==> src/rtl/jkff_pkg.sv <==
// Shared encodings for the JK flip-flop bank arbiter: FSM states, JK opcodes
// and the per-bit JK next-state function.
package jkff_pkg;

  typedef enum logic [1:0] {
    ST_IDLE  = 2'd0,
    ST_APPLY = 2'd1,
    ST_ACK   = 2'd2
  } state_e;

  localparam logic [1:0] JK_HOLD = 2'b00;
  localparam logic [1:0] JK_RST  = 2'b01;
  localparam logic [1:0] JK_SET  = 2'b10;
  localparam logic [1:0] JK_TGL  = 2'b11;

  function automatic logic jk_next(input logic jb, input logic kb, input logic qb);
    logic r;
    case ({jb, kb})
      JK_HOLD: r = qb;
      JK_RST:  r = 1'b0;
      JK_SET:  r = 1'b1;
      default: r = ~qb;
    endcase
    return r;
  endfunction

endpackage

==> src/rtl/jkff_bank_arbiter_rr_arbiter.sv <==
// Combinational round-robin pick: first asserted request at or after ptr_i,
// wrapping modulo N. Returns both a one-hot grant and its binary index.
module rr_arbiter #(
  parameter int N = 4,
  localparam int IW = (N > 1) ? $clog2(N) : 1
) (
  input  logic [N-1:0]  req_i,
  input  logic [IW-1:0] ptr_i,
  output logic [N-1:0]  gnt_o,
  output logic [IW-1:0] idx_o
);

  logic          found;
  logic [IW-1:0] cand;
  int            c;

  always_comb begin
    gnt_o = '0;
    idx_o = '0;
    found = 1'b0;
    cand  = '0;
    c     = 0;
    for (int off = 0; off < N; off++) begin
      c = int'(ptr_i) + off;
      if (c >= N) c = c - N;
      cand = IW'(c);
      if (!found && req_i[cand]) begin
        found       = 1'b1;
        gnt_o[cand] = 1'b1;
        idx_o       = cand;
      end
    end
  end

endmodule

==> src/rtl/jkff_bank_arbiter.sv <==
// Bank of WIDTH JK flip-flops shared by NREQ requesters; a round-robin
// arbiter grants one requester per IDLE -> APPLY -> ACK operation.
module jkff_bank_arbiter
  import jkff_pkg::*;
#(
  parameter int NREQ  = 4,
  parameter int WIDTH = 8
) (
  input  logic                  clk,
  input  logic                  rst,
  input  logic [NREQ-1:0]       req,
  input  logic [NREQ*WIDTH-1:0] j,
  input  logic [NREQ*WIDTH-1:0] k,
  output logic [NREQ-1:0]       gnt,
  output logic [NREQ-1:0]       done,
  output logic                  busy,
  output logic [WIDTH-1:0]      q,
  output logic [WIDTH-1:0]      qbar
);

  localparam int IW = (NREQ > 1) ? $clog2(NREQ) : 1;

  state_e            state_q, state_d;
  logic [IW-1:0]     ptr_q, ptr_d;
  logic [IW-1:0]     sel_q, sel_d;
  logic [NREQ-1:0]   gnt_q, gnt_d;
  logic [WIDTH-1:0]  jreg_q, jreg_d;
  logic [WIDTH-1:0]  kreg_q, kreg_d;
  logic [WIDTH-1:0]  bank_q, bank_d;

  logic [NREQ-1:0]   arb_gnt;
  logic [IW-1:0]     arb_idx;

  rr_arbiter #(.N(NREQ)) u_arb (
    .req_i (req),
    .ptr_i (ptr_q),
    .gnt_o (arb_gnt),
    .idx_o (arb_idx)
  );

  always_comb begin
    state_d = state_q;
    ptr_d   = ptr_q;
    sel_d   = sel_q;
    gnt_d   = gnt_q;
    jreg_d  = jreg_q;
    kreg_d  = kreg_q;
    bank_d  = bank_q;
    case (state_q)
      ST_IDLE: begin
        if (|req) begin
          sel_d   = arb_idx;
          gnt_d   = arb_gnt;
          jreg_d  = j[arb_idx*WIDTH +: WIDTH];
          kreg_d  = k[arb_idx*WIDTH +: WIDTH];
          state_d = ST_APPLY;
        end
      end
      ST_APPLY: begin
        for (int b = 0; b < WIDTH; b++) begin
          bank_d[b] = jk_next(jreg_q[b], kreg_q[b], bank_q[b]);
        end
        state_d = ST_ACK;
      end
      ST_ACK: begin
        // The just-served requester becomes lowest priority next round.
        ptr_d   = (sel_q == IW'(NREQ - 1)) ? '0 : sel_q + 1'b1;
        gnt_d   = '0;
        state_d = ST_IDLE;
      end
      default: begin
        gnt_d   = '0;
        state_d = ST_IDLE;
      end
    endcase
  end

  always_ff @(posedge clk or posedge rst) begin
    if (rst) begin
      state_q <= ST_IDLE;
      ptr_q   <= '0;
      sel_q   <= '0;
      gnt_q   <= '0;
      jreg_q  <= '0;
      kreg_q  <= '0;
      bank_q  <= '0;
    end else begin
      state_q <= state_d;
      ptr_q   <= ptr_d;
      sel_q   <= sel_d;
      gnt_q   <= gnt_d;
      jreg_q  <= jreg_d;
      kreg_q  <= kreg_d;
      bank_q  <= bank_d;
    end
  end

  // done is decoded from state so it can never glitch off req.
  assign gnt  = gnt_q;
  assign done = (state_q == ST_ACK) ? gnt_q : '0;
  assign busy = (state_q != ST_IDLE);
  assign q    = bank_q;
  assign qbar = ~bank_q;

endmodule
==> config.mk <==
export PLATFORM = sky130hd
export DESIGN_NAME = jkff_bank_arbiter
export DESIGN_NICKNAME = d
export VERILOG_FILES = /design/src/rtl/jkff_pkg.sv /design/src/rtl/jkff_bank_arbiter_rr_arbiter.sv /design/src/rtl/jkff_bank_arbiter.sv
export SDC_FILE = /design/constraint.sdc
export NUM_CORES = 1
export LEC_CHECK = 0
export ABC_AREA = 1
export CAP_MARGIN = 20
export CORE_ASPECT_RATIO = 1.4
export CORE_UTILIZATION = 43
export CTS_CLUSTER_DIAMETER = 200
export DETAILED_ROUTE_END_ITERATION = 8
export PLACE_DENSITY_LB_ADDON = 0.2
export RECOVER_POWER = 25
export SYNTH_ARGS = -nofsm -noshare
export SYNTH_HDL_FRONTEND = slang
export SYNTH_SLANG_ARGS = --single-unit
export TNS_END_PERCENT = 5
==> constraint.sdc <==
create_clock -name clk -period 2.05 [get_ports clk]
set_input_delay 0.3075 -clock clk [delete_from_list [all_inputs] [get_ports clk]]
set_output_delay 0.3075 -clock clk [all_outputs]
set_load 0.1 [all_outputs]
After elaboration in Yosys (flattened, before gate mapping)
Index checks and enable logic that the tools add are counted.
- register bits: 34
- output and inout bits: 25
- $add $sub $neg: 8
- magnitude comparators: 12
- equality and inequality tests: 20
- shifts and indexed selects: 2
- multiplexer cells: 45
- bitwise operators: 21
- reduce and logical (&&, ||, !) cells: 31
- operators with widths (kind ; number):
    32-bit by 6-bit indexed part select with 8-bit output ; 2
    4-bit 2-to-1 mux ; 6
    1-bit one-hot mux with 3 select lines ; 8
    2-bit equality test (second input constant) ; 10
    2-bit 2-to-1 mux ; 10
    2-bit AND reduction ; 10
    2-bit by 1-bit equality test with 1-bit output (second input constant) ; 9
    2-bit logical NOT ; 9
    1-bit inverter ; 17
    2-bit by 3-bit < comparator with 1-bit output (second input constant) ; 4
    4-bit OR ; 3
    1-bit 2-to-1 mux ; 11
    3-bit greater-or-equal comparator (second input constant) ; 3
    1-bit binary-select mux with 2-bit select ; 4
    1-bit demux with 2-bit select ; 4
    2-bit by 1-bit greater-or-equal comparator with 1-bit output (second input constant) ; 4
    8-bit inverter ; 1
    4-bit one-hot mux with 2 select lines ; 1
    2-bit by 1-bit subtractor with 2-bit output (second input constant) ; 4
    1-bit logical AND ; 7
    2-bit by 2-bit adder with 3-bit output (second input constant) ; 2
    2-bit one-hot mux with 2 select lines ; 1
    4-bit OR reduction ; 1
    2-bit by 1-bit adder with 3-bit output (second input constant) ; 1
    other kinds (5) ; 7

Logic depth before layout (Yosys ltp)
Gate-level depths: netlist (run 1).
- word-level depth: 16
- mapped depth: 16
- gate-level depth less buffers: 15

Modules after synthesis
Synthesis (run 1) repeated with hierarchy kept, for this count alone.
- cells, all modules: 472
- area, all modules: 2930.3 um^2
- modules (own cells, without submodules) (module ; times used ; cells an instance ; area each (um^2) ; sequential area each (um^2)):
    jkff_bank_arbiter ; 1 ; 399 ; 2491.1 ; 850.8
    rr_arbiter ; 1 ; 73 ; 439.2 ; 0.0

Worst setup path before layout (run 1)
Ideal clock, no wire load.
- kind: register to output
- start point: reg gnt_q[0], in the netlist gnt[0]
- end point: out done[0]
- arrival: 2.331 ns
- setup slack: -0.588 ns
- cell stages (with the launch flop): 3
- path through: dfrtp_1 -> inv_1 -> nor2_1
- longest elaborated chain between the ends: 1
- RTL lines (what ; line ; source):
    from (decl) ; jkff_bank_arbiter.sv:26 ; logic [NREQ-1:0] gnt_q, gnt_d;
    from (signal assigned) ; jkff_bank_arbiter.sv:91 ; gnt_q <= gnt_d;
    4-bit 2-to-1 mux ; jkff_bank_arbiter.sv:100 ; assign done = (state_q == ST_ACK) ? gnt_q : '0;
    to (decl) ; jkff_bank_arbiter.sv:15 ; output logic [NREQ-1:0] done,
No other way between the ends.

Worst setup path in the final report (run 1)
- start point: reg ptr_q[0]
- end point: reg jreg_q[2]
- longest elaborated chain between the ends: 15
- elaborated cells on any way between the ends: 37
- classes of those cells: 7 x add/sub; 4 x order compare; 1 x shift; 19 x mux; 6 x reduce/logical
- RTL lines (what ; line ; source):
    from (decl) ; jkff_bank_arbiter.sv:24 ; logic [IW-1:0] ptr_q, ptr_d;
    from (signal assigned) ; jkff_bank_arbiter.sv:89 ; ptr_q <= ptr_d;
    parallel branches: the longest is 13 deep, another holds 2-bit by 1-bit adder with 3-bit output ; - ;
    2-bit 2-to-1 mux * ; jkff_bank_arbiter_rr_arbiter.sv:27 ; if (!found && req_i[cand]) begin
    32-bit by 6-bit indexed part select with 8-bit output * ; jkff_bank_arbiter.sv:54 ; jreg_d = j[arb_idx*WIDTH +: WIDTH];
    to (signal assigned) ; jkff_bank_arbiter.sv:92 ; jreg_q <= jreg_d;
    to (decl) ; jkff_bank_arbiter.sv:27 ; logic [WIDTH-1:0] jreg_q, jreg_d;
Every way passes the cells marked *. The select of a mux whose other input is x is not followed.
A chain may end at the register's enable or synchronous reset.

==> results of run 1 <==
## flip-flops by register name, summed over array words and instances (netlist names)
register / count
gnt: 4
jreg_q: 8
ptr_q: 2
q: 8
kreg_q: 8
sel_q: 2
state_q: 2
## kinds of logic (layout without fill, tap and decap cells)
family / Yosys count / in the layout
simple gates: 251 / 251
fa+ha+maj: 25 / 25
compound gates: 37 / 37
flops: 34 / 34
buf+inv: 115 / 225
## Yosys cell counts (4+ instances only)
master / number / area, µm²
nand2_1: 144 / 541
inv_1: 96 / 360
nand3_1: 62 / 310
dfrtp_1: 34 / 851
ha_1: 25 / 313
nor2_1: 24 / 90.1
o21ai_0: 22 / 110
a21oi_1: 9 / 45.0
buf_2: 6 / 30.0
nand2_2: 4 / 25.0
nand3_2: 4 / 40.0
o22ai_1: 4 / 25.0
or2_1: 4 / 25.0
## area by class of cell
type	count	area (µm²)
Tap cell	92	115
Timing Repair Buffer	116	1190
Fill cell	578	2250
Clock buffer	7	86.3
Multi-Input combinational cell	313	1740
Clock inverter	1	5.00
Sequential cell	34	851
Inverter	101	385
## layer usage
layer | wire [µm] | GRT usage, %
met5 | 0 | 0
met4 | 235 | 9.50
met3 | 345 | 2.81
met2 | 3900 | 38.9
met1 | 3100 | 26.0
## worst max path at each step
stage / from / endpoint / slack [ns] / cells past startpoint
final: ptr_q[0] / jreg_q[2] / 0.06 / 15
after global routing: ptr_q[0] / jreg_q[2] / -0.06 / 15
after CTS: ptr_q[0] / jreg_q[2] / 0.01 / 16
after detailed placement: req[1] / jreg_q[2] / -0.19 / 15
after global placement: req[1] / jreg_q[2] / -0.17 / 15
after floorplan: gnt[1] / done[1] / -0.16 / 2
## what timing repair did
| item | CTS | global route |
|---|---|---|
| cloned | 1 | 3 |
| gates resized for setup | 9 | 26 |
| setup endpoints to repair | 17 | 17 |
| pin swaps | 3 | 15 |
| setup buffers | 1 | 0 |
## worst max-delay path, cell delays in order (launching register included)
cell and delay, ns:
dfrtp_1 0.40, inv_2 0.09, ha_4 0.23, inv_4 0.07, nand3_2 0.09, nand2_4 0.11
nor2_4 0.05, nor2_2 0.13, nand2_4 0.08, buf_6 0.14, clkbuf_16 0.15, nand3_1 0.09
nand3_2 0.12, nand2_2 0.09, nand2_1 0.05, nand2_1 0.05
## per-stage QoR
stage                     setup TNS (ns)  setup slack, ns  instance area [µm²]  instances
after floorplan                    -1.50           -0.155                 2960        462
after global placement             -1.74           -0.174                 4050        651
after detailed placement           -2.42           -0.192                 4050        651
after CTS                              0           0.0133                 4210        661
after global routing              -0.404          -0.0560                 4370        664
final                                  0           0.0558                 4370        664
==> out/results.ini, run 1 <==
[outcome]
outcome=finished, final reports clean

[worst_setup_path]
critPathLaunchType=register
worstPathMaxFanout=5
r2r_end=jreg_q[2]
reg2reg_depth=15
cp.required_ns=2.28
cp.arrival_ns=2.22
reg2reg_from=ptr_q[0]
critical_path_class=register to register
r2r_slack_ns=0.06
crit_path_end_kind=register

[finish]
final_util_pct=66.0
final_cell_mix=nand2_1 (138), inv_1 (93), clkdlybuf4s50_1 (68)
antenna_cells=0
final_layout_size_suffix_gt1_share_pct=17.1
area_growth_pct=48.2
nNetsFinal=666
final_common_cell=nand2_1

[global_routing]
antenna_found_initial=0
grt_pass1_vias=2932
grt_pass1_wl_um=12600
grt_max_degree=35
grt_use_total_pct=21.8
overflow=0

[sta]
setup_viol=0
hold_violations=0
tightest_slew_ns=0.796
whs_ns=0.484
rsz0062_at_grt=yes
fin_skew_ns=0.00358
fin_crit_ns=1.99
maxSlewViolCount=0
fmax_mhz=501
period_share_pct=97.3
relSlewSlack_pct=47.0

[synth]
synth_top_family_by_area=simple AND/OR/NAND/NOR gates
syn_avg_cell_area_um2=6.38
synth_cells=462
synth_seq_cells=34
synth_fp_nets=557
syn_area_mm2=0.00295
synth-simple-area-share_pct=37.8
yosysSeqAreaShare_pct=28.9
yosysWarnings=0
ys_types=27
async_flop_share_pct=100
yosys.area_share.xor_xnor_pct=0
synth_compound_area_share_pct=6.63
synthAdderAreaFrac_pct=10.6
synth_mux_area_share_pct=0
synth_top_flop_cell=dfrtp_1
synth_edf_count=0

[floorplanning]
start_util_pct=44.5
die_x_um=71.9
core_area_mm2=0.00661
io-pin-count=95
die_h_um=99.9
rows=35
die_area_mm2=0.00719

[clock_tree]
cts_hold_buf=0
clock_latency_ns=0.28
cts-root-buf=clkbuf_8
htreeDepth=2
cts_tree=done
numCtsBuffers=5
clk_pin_slew_ns=0.07
cts_max_path_buffers=2
cts_num_sinks=34

[detailed_routing]
drtIter0Drc=132
wl_per_cell_um=11.4
antenna_left=0
firstDrtPassIters=4
dr_total_vias=3101
routed_wl_um=7580
drc=0
routed_via_density=4.67

[worst_hold_path]
hold_start=kreg_q[3]
hold_path.class=register to register
min_to=kreg_q[3]
hold_depth=2

[placement]
hpwl_um=5800
numPortBuffers=94
gp_congestion=0.870

[job]
maxCapViolations=0

Power of run 1 is left out: the tool's default activity adds up to more than one toggle a clock period on the data nets, which glitch-free logic cannot reach.
==> run 2: changes to the inputs <==
Settings changed: GPL_ROUTABILITY_DRIVEN set to 0, PLACE_DENSITY set to 0.75, PLACE_DENSITY_LB_ADDON 0.2 to not set, SKIP_CTS_REPAIR_TIMING set to 1.
==> out/results.ini, run 2 (synthesis results as in run 1) <==
[detailed_routing]
dr_total_vias=3081  ; -0.64%
antenna_left=0  ; unchanged
drc=0  ; unchanged
firstDrtPassIters=4  ; unchanged
drtIter0Drc=139  ; +5.3%
routed_wl_um=7110  ; -6.2%
wl_per_cell_um=10.7  ; -6.2%
routed_via_density=4.64  ; -0.64%

[global_routing]
grt_pass1_vias=2830  ; -3.5%
grt_use_met2_pct=35.3  ; -3.6 points
grtUsageMet1_pct=24.4  ; -1.6 points
overflow=0  ; unchanged
grt_util_met3_pct=2.31  ; -0.50 points
grt-busiest-layer=met2
antenna_found_initial=0  ; unchanged
grt_pass1_wl_um=11600  ; -8.0%
grt_max_degree=40  ; +14%
grt_use_total_pct=19.7  ; -2.1 points

[finish]
fillerInstances=576  ; -0.35%
nNetsFinal=667  ; +0.15%
antenna_cells=0  ; unchanged
final_util_pct=64.2  ; -1.9 points
final_cell_mix=nand2_1 (143), inv_1 (94), clkdlybuf4s50_1 (68)
area_growth_pct=44.1
final_common_cell=nand2_1
final_layout_size_suffix_gt1_share_pct=14.5  ; -2.6 points

[worst_setup_path]
crit_path_start=ptr_q[0]
reg2reg_depth=14  ; -1
critPathLaunchType=register
cp.arrival_ns=2.17  ; -0.05 ns
worstPathMaxFanout=10  ; +5
r2r_slack_ns=0.05  ; about the same
crit_buf_inv=4  ; unchanged
reg2reg_from=ptr_q[0]
crit_path_end_kind=register
cp.required_ns=2.22  ; -0.06 ns
crit_slowest_cell=dfrtp_1
critical_path.top_delay_family=simple AND/OR/NAND/NOR gates
critical_path_class=register to register
r2r_end=kreg_q[0]
crit_chain=inv_2, ha_4, inv_4, nand3_1, nand2_1, nand2_2, inv_1, nand2_1, nand2_2, nand2_4, clkbuf_16, or2_1, nand3_2, nand3_2
critPathMaxStageDelay_ns=0.40  ; about the same

[sta]
hold_violations=0  ; unchanged
tightest_slew_ns=0.812  ; +0.0166 ns
rsz0062_at_grt=yes
maxSlewViolCount=0  ; unchanged
fin_crit_ns=2.00  ; +0.00212 ns
relSlewSlack_pct=45.9  ; -1.1 points
period_share_pct=97.4  ; +0.10 points
fmax_mhz=501  ; -0.11%
whs_ns=0.478  ; -0.00565 ns
setup_viol=0  ; unchanged
fin_skew_ns=0.00406  ; +0.000475 ns

[floorplanning]
die_area_mm2=0.00719  ; unchanged
io-pin-count=95  ; unchanged
rows=35  ; unchanged
die_h_um=99.9  ; unchanged
die_x_um=71.9  ; unchanged
core_area_mm2=0.00661  ; unchanged
start_util_pct=44.5  ; unchanged

[clock_tree]
cts-root-buf=clkbuf_8
clk_pin_slew_ns=0.06  ; about the same
htreeDepth=2  ; unchanged
numCtsBuffers=5  ; unchanged
cts_tree=done
cts_num_sinks=34  ; unchanged
cts_max_path_buffers=2  ; unchanged
clock_latency_ns=0.29  ; about the same

[worst_hold_path]
hold_start=kreg_q[3]
min_to=kreg_q[3]
hold_depth=2  ; unchanged
hold_path.class=register to register

[outcome]
outcome=finished, final reports clean

[job]
maxCapViolations=0  ; unchanged

[placement]
hpwl_um=5530  ; -4.6%
numPortBuffers=94  ; unchanged

==> run 2: changes by cell type in the layout (fill, tap and decap cells not counted), sizes merged <==
cell,before,now
clkinv,3,2
clkbuf,10,9
buf,44,46
==> run 2: area by class of cell <==
class	count	area [µm²]	area share [%]
inverters	101	383	9.02
well taps	92	115	2.71
flip-flops and latches	34	851	20.1
clock buffers	7	76.3	1.80
multi-input cells	313	1680	39.5
repair buffers	117	1140	26.9
==> run 2: worst reg2reg max path, stage by stage (launching register included) <==
cell,delay (ns)
dfrtp_1,0.40
inv_2,0.10
ha_4,0.23
inv_4,0.07
nand3_1,0.07
nand2_1,0.09
nand2_2,0.08
inv_1,0.05
nand2_1,0.07
nand2_2,0.11
nand2_4,0.09
clkbuf_16,0.17
or2_1,0.23
nand3_2,0.08
nand3_2,0.06
==> run 2: routing by layer <==
layer	vias to the layer above	share of wire, %
met2	87	51
met4	0	2.0
met5	-	0
met1	1352	44
li1	1630	-
met3	12	3.7
==> run 2: worst max path at each step <==
stage                      endpoint  slack, ns  cells past startpoint
after CTS                 kreg_q[1]      -0.05                     13
final                     kreg_q[0]       0.05                     14
after floorplan             done[1]      -0.16                      2
after global routing      kreg_q[0]      -0.05                     14
after detailed placement  kreg_q[1]      -0.17                     13
after global placement    kreg_q[6]      -0.09                     15
==> run 2: per-stage QoR <==
step | instance area, µm² | instances | setup WS, ns | setup TNS, ns
detailed placement | 4050 | 651 | -0.173 | -1.99
floorplan | 2960 | 462 | -0.155 | -1.50
finish | 4240 | 664 | 0.0536 | 0
global route | 4240 | 664 | -0.0506 | -0.241
global placement | 4050 | 651 | -0.0911 | -1.16
CTS | 4130 | 658 | -0.0513 | -0.225
Power of run 2 is left out for the same reason.
==> run 3: changes to the inputs <==
Settings changed: ABC_AREA 1 to not set, ABC_CLOCK_PERIOD_IN_PS set to 2050, CORE_UTILIZATION 43 to 41.
==> out/results.ini, run 3 <==
[global_routing]
grt_pass1_vias=2480  ; -12%
antenna_found_initial=0  ; unchanged
grt_max_degree=35  ; -13%
overflow=0  ; unchanged
grt_use_total_pct=20.5  ; +0.72 points
grt_pass1_wl_um=10900  ; -6.1%

[detailed_routing]
drc=0  ; unchanged
routed_via_density=5.38  ; +16%
routed_wl_um=6830  ; -3.9%
wl_met1_um=2390  ; -23%
dr_total_vias=2459  ; -20%
wl_met3_um=382  ; +46%
highest_layer=met4
wl_met2_um=3930  ; +9.2%
antenna_left=0  ; unchanged
firstDrtPassIters=6  ; +2
drtIter0Drc=53  ; -62%
wl_per_cell_um=14.9  ; +40%

[clock_tree]
cts-root-buf=clkbuf_8
cts_num_sinks=34  ; unchanged
htreeDepth=2  ; unchanged
cts_tree=done
cts_max_path_buffers=2  ; unchanged
clock_latency_ns=0.29  ; about the same
numCtsBuffers=5  ; unchanged
clk_pin_slew_ns=0.08  ; +0.02 ns

[finish]
nNetsFinal=481  ; -28%
stdcell_area_mm2=0.00398  ; -6.2%
fillerInstances=509  ; -12%
antenna_cells=0  ; unchanged
seq_area_um2=853  ; +0.29%
final_util_pct=66.5  ; +2.3 points
final_layout_size_suffix_gt1_share_pct=25.3  ; +11 points
area_growth_pct=53.8
final_cells=457  ; -31%
multiInputGateArea_mm2=0.00166  ; -1.2%
final_cell_mix=clkdlybuf4s50_1 (68), buf_4 (45), nand2_1 (34)
final_common_cell=clkdlybuf4s50_1

[pwr]
p_leak_nw=1.83
peakVddDrop_mv=0.858
total_power_mw=7.51
powerDensity_mw_per_mm2=1890

[synth]
synth_mux_area_share_pct=15.8  ; +16 points
yosys.area_share.xor_xnor_pct=0  ; unchanged
synth_seq_cells=34  ; unchanged
synth_top_flop_cell=dfrtp_1
syn_area_mm2=0.00259  ; -12%
synth_top_family_by_area=compound AO/OA/AOI/OAI gates
yosys.area.top_type=dfrtp_1
syn_avg_cell_area_um2=9.69  ; +52%
synth_edf_count=0  ; unchanged
synth_cells=267  ; -42%
synth_top_cells_by_count=dfrtp_1 (34), mux2i_1 (34), nand2_1 (34)
yosysSeqAreaShare_pct=32.9  ; +4.0 points
synth.area.top_cells=dfrtp_1 (33%), mux2i_1 (13%), ha_1 (12%), o221ai_2 (6.4%), nand2_1 (4.9%)
yosysWarnings=0  ; unchanged
ys_types=34  ; +26%
async_flop_share_pct=100  ; unchanged
synth_fp_nets=362  ; -35%
synth_compound_area_share_pct=18.0  ; +11 points
synth_top_cell_area_share_pct=32.9  ; +4.0 points
synth-simple-area-share_pct=14.3  ; -23 points
synthAdderAreaFrac_pct=12.1  ; +1.5 points

[sta]
tightest_slew_ns=0.880  ; +0.0678 ns
fin_skew_ns=0.0118  ; +0.00774 ns
maxSlewViolCount=0  ; unchanged
setup_ws_ns=-0.272  ; -0.326 ns
hold_violations=0  ; unchanged
rsz0062_at_grt=yes
relSlewSlack_pct=41.3  ; -4.5 points
period_share_pct=113  ; +16 points
setup_viol=21  ; +21
fin_crit_ns=2.32  ; +0.326 ns
fmax_mhz=431  ; -14%

[floorplanning]
die_area_mm2=0.00663  ; -7.7%
io-pin-count=95  ; unchanged
die_h_um=96.0  ; -4.0%
die_x_um=69.1  ; -3.9%
core_area_mm2=0.00599  ; -9.5%
start_util_pct=43.2  ; -1.3 points
rows=33  ; -5.7%

[outcome]
failed_checks=setup timing
outcome=finished, violations left

[worst_setup_path]
crit_path_end_kind=register
cp.arrival_ns=2.48  ; +0.31 ns
worstPathMaxFanout=8  ; -2
critical_path_class=register to register
cp.required_ns=2.21  ; about the same
critPathLaunchType=register

[placement]
numPortBuffers=94  ; unchanged
placed_area_mm2=0.00380  ; -6.3%
hpwl_um=5240  ; -5.3%
placed_cells=447  ; -31%

[worst_hold_path]
hold_path.class=register to register

[job]
maxCapViolations=0  ; unchanged

run 3: changes by cell type after synthesis, moves of 5 or more:
cell / change
inv_1: -66
nand2_1: -110
mux2i_1: +34
and2_1: +5
o211ai_1: +8
o221ai_2: +11
o221ai_1: +5
nand3_1: -54
o21ai_0: -18
run 3: worst paths after layout:
path	end	start	cells past startpoint	slack, ns
max in group asynchronous	ptr_q[0]	rst	3	0.73
hold reg to reg	kreg_q[5]	kreg_q[5]	2	0.49
setup reg to reg	kreg_q[0]	ptr_q[0]	8	-0.27
hold / removal	kreg_q[5]	kreg_q[5]	2	0.49
min in group asynchronous	q[1]	rst	3	0.70
setup / recovery	kreg_q[0]	ptr_q[0]	8	-0.27
run 3: kinds of logic (layout without fill, tap and decap cells):
group,Yosys count,after routing
simple gates,81,82
compound gates,49,50
flops,34,34
fa+ha+maj,25,25
buf+inv,41,159
mux,37,37
run 3: metal layers:
layer / global-route usage (%) / vias to the layer above
met5: 0 / -
met4: 7.48 / 0
met3: 4.29 / 15
met2: 42.1 / 94
met1: 19.7 / 1175
li1: - / 1175
run 3: area by class of cell:
cell class | instances | share of cell area [%]
multi-input cells | 194 | 41.7
repair buffers | 121 | 29.0
flip-flops and latches | 34 | 21.4
inverters | 30 | 2.96
well taps | 70 | 2.20
clock buffers | 5 | 1.73
clock inverters | 3 | 1.01
run 3: power breakdown:
group	internal (mW)	leakage [nW]	switching, mW
registers	1.01	0.421	0.245
logic	2.15	1.35	3.49
clock network	0.358	0.0579	0.267
run 3: critical path, stage by stage, from the launching register on:
cell and delay (ns):
dfrtp_2 0.47, inv_6 0.05, ha_4 0.28, mux4_2 0.33, or2_4 0.27, a2111oi_4 0.27
nand2b_4 0.14, nand3_2 0.26, o221ai_2 0.14
run 3: metrics by stage:
stage	hold WS [ns]	setup TNS, ns	setup WS [ns]
5_1_grt	0.513	-6.71	-0.355
3_5_place_dp	0.473	-10.28	-0.530
2_1_floorplan	0.449	-9.45	-0.539
6_report	0.492	-4.92	-0.272
3_3_place_gp	0.475	-8.49	-0.463
4_1_cts	0.415	-7.13	-0.389
(Power assumes the default switching activity.)
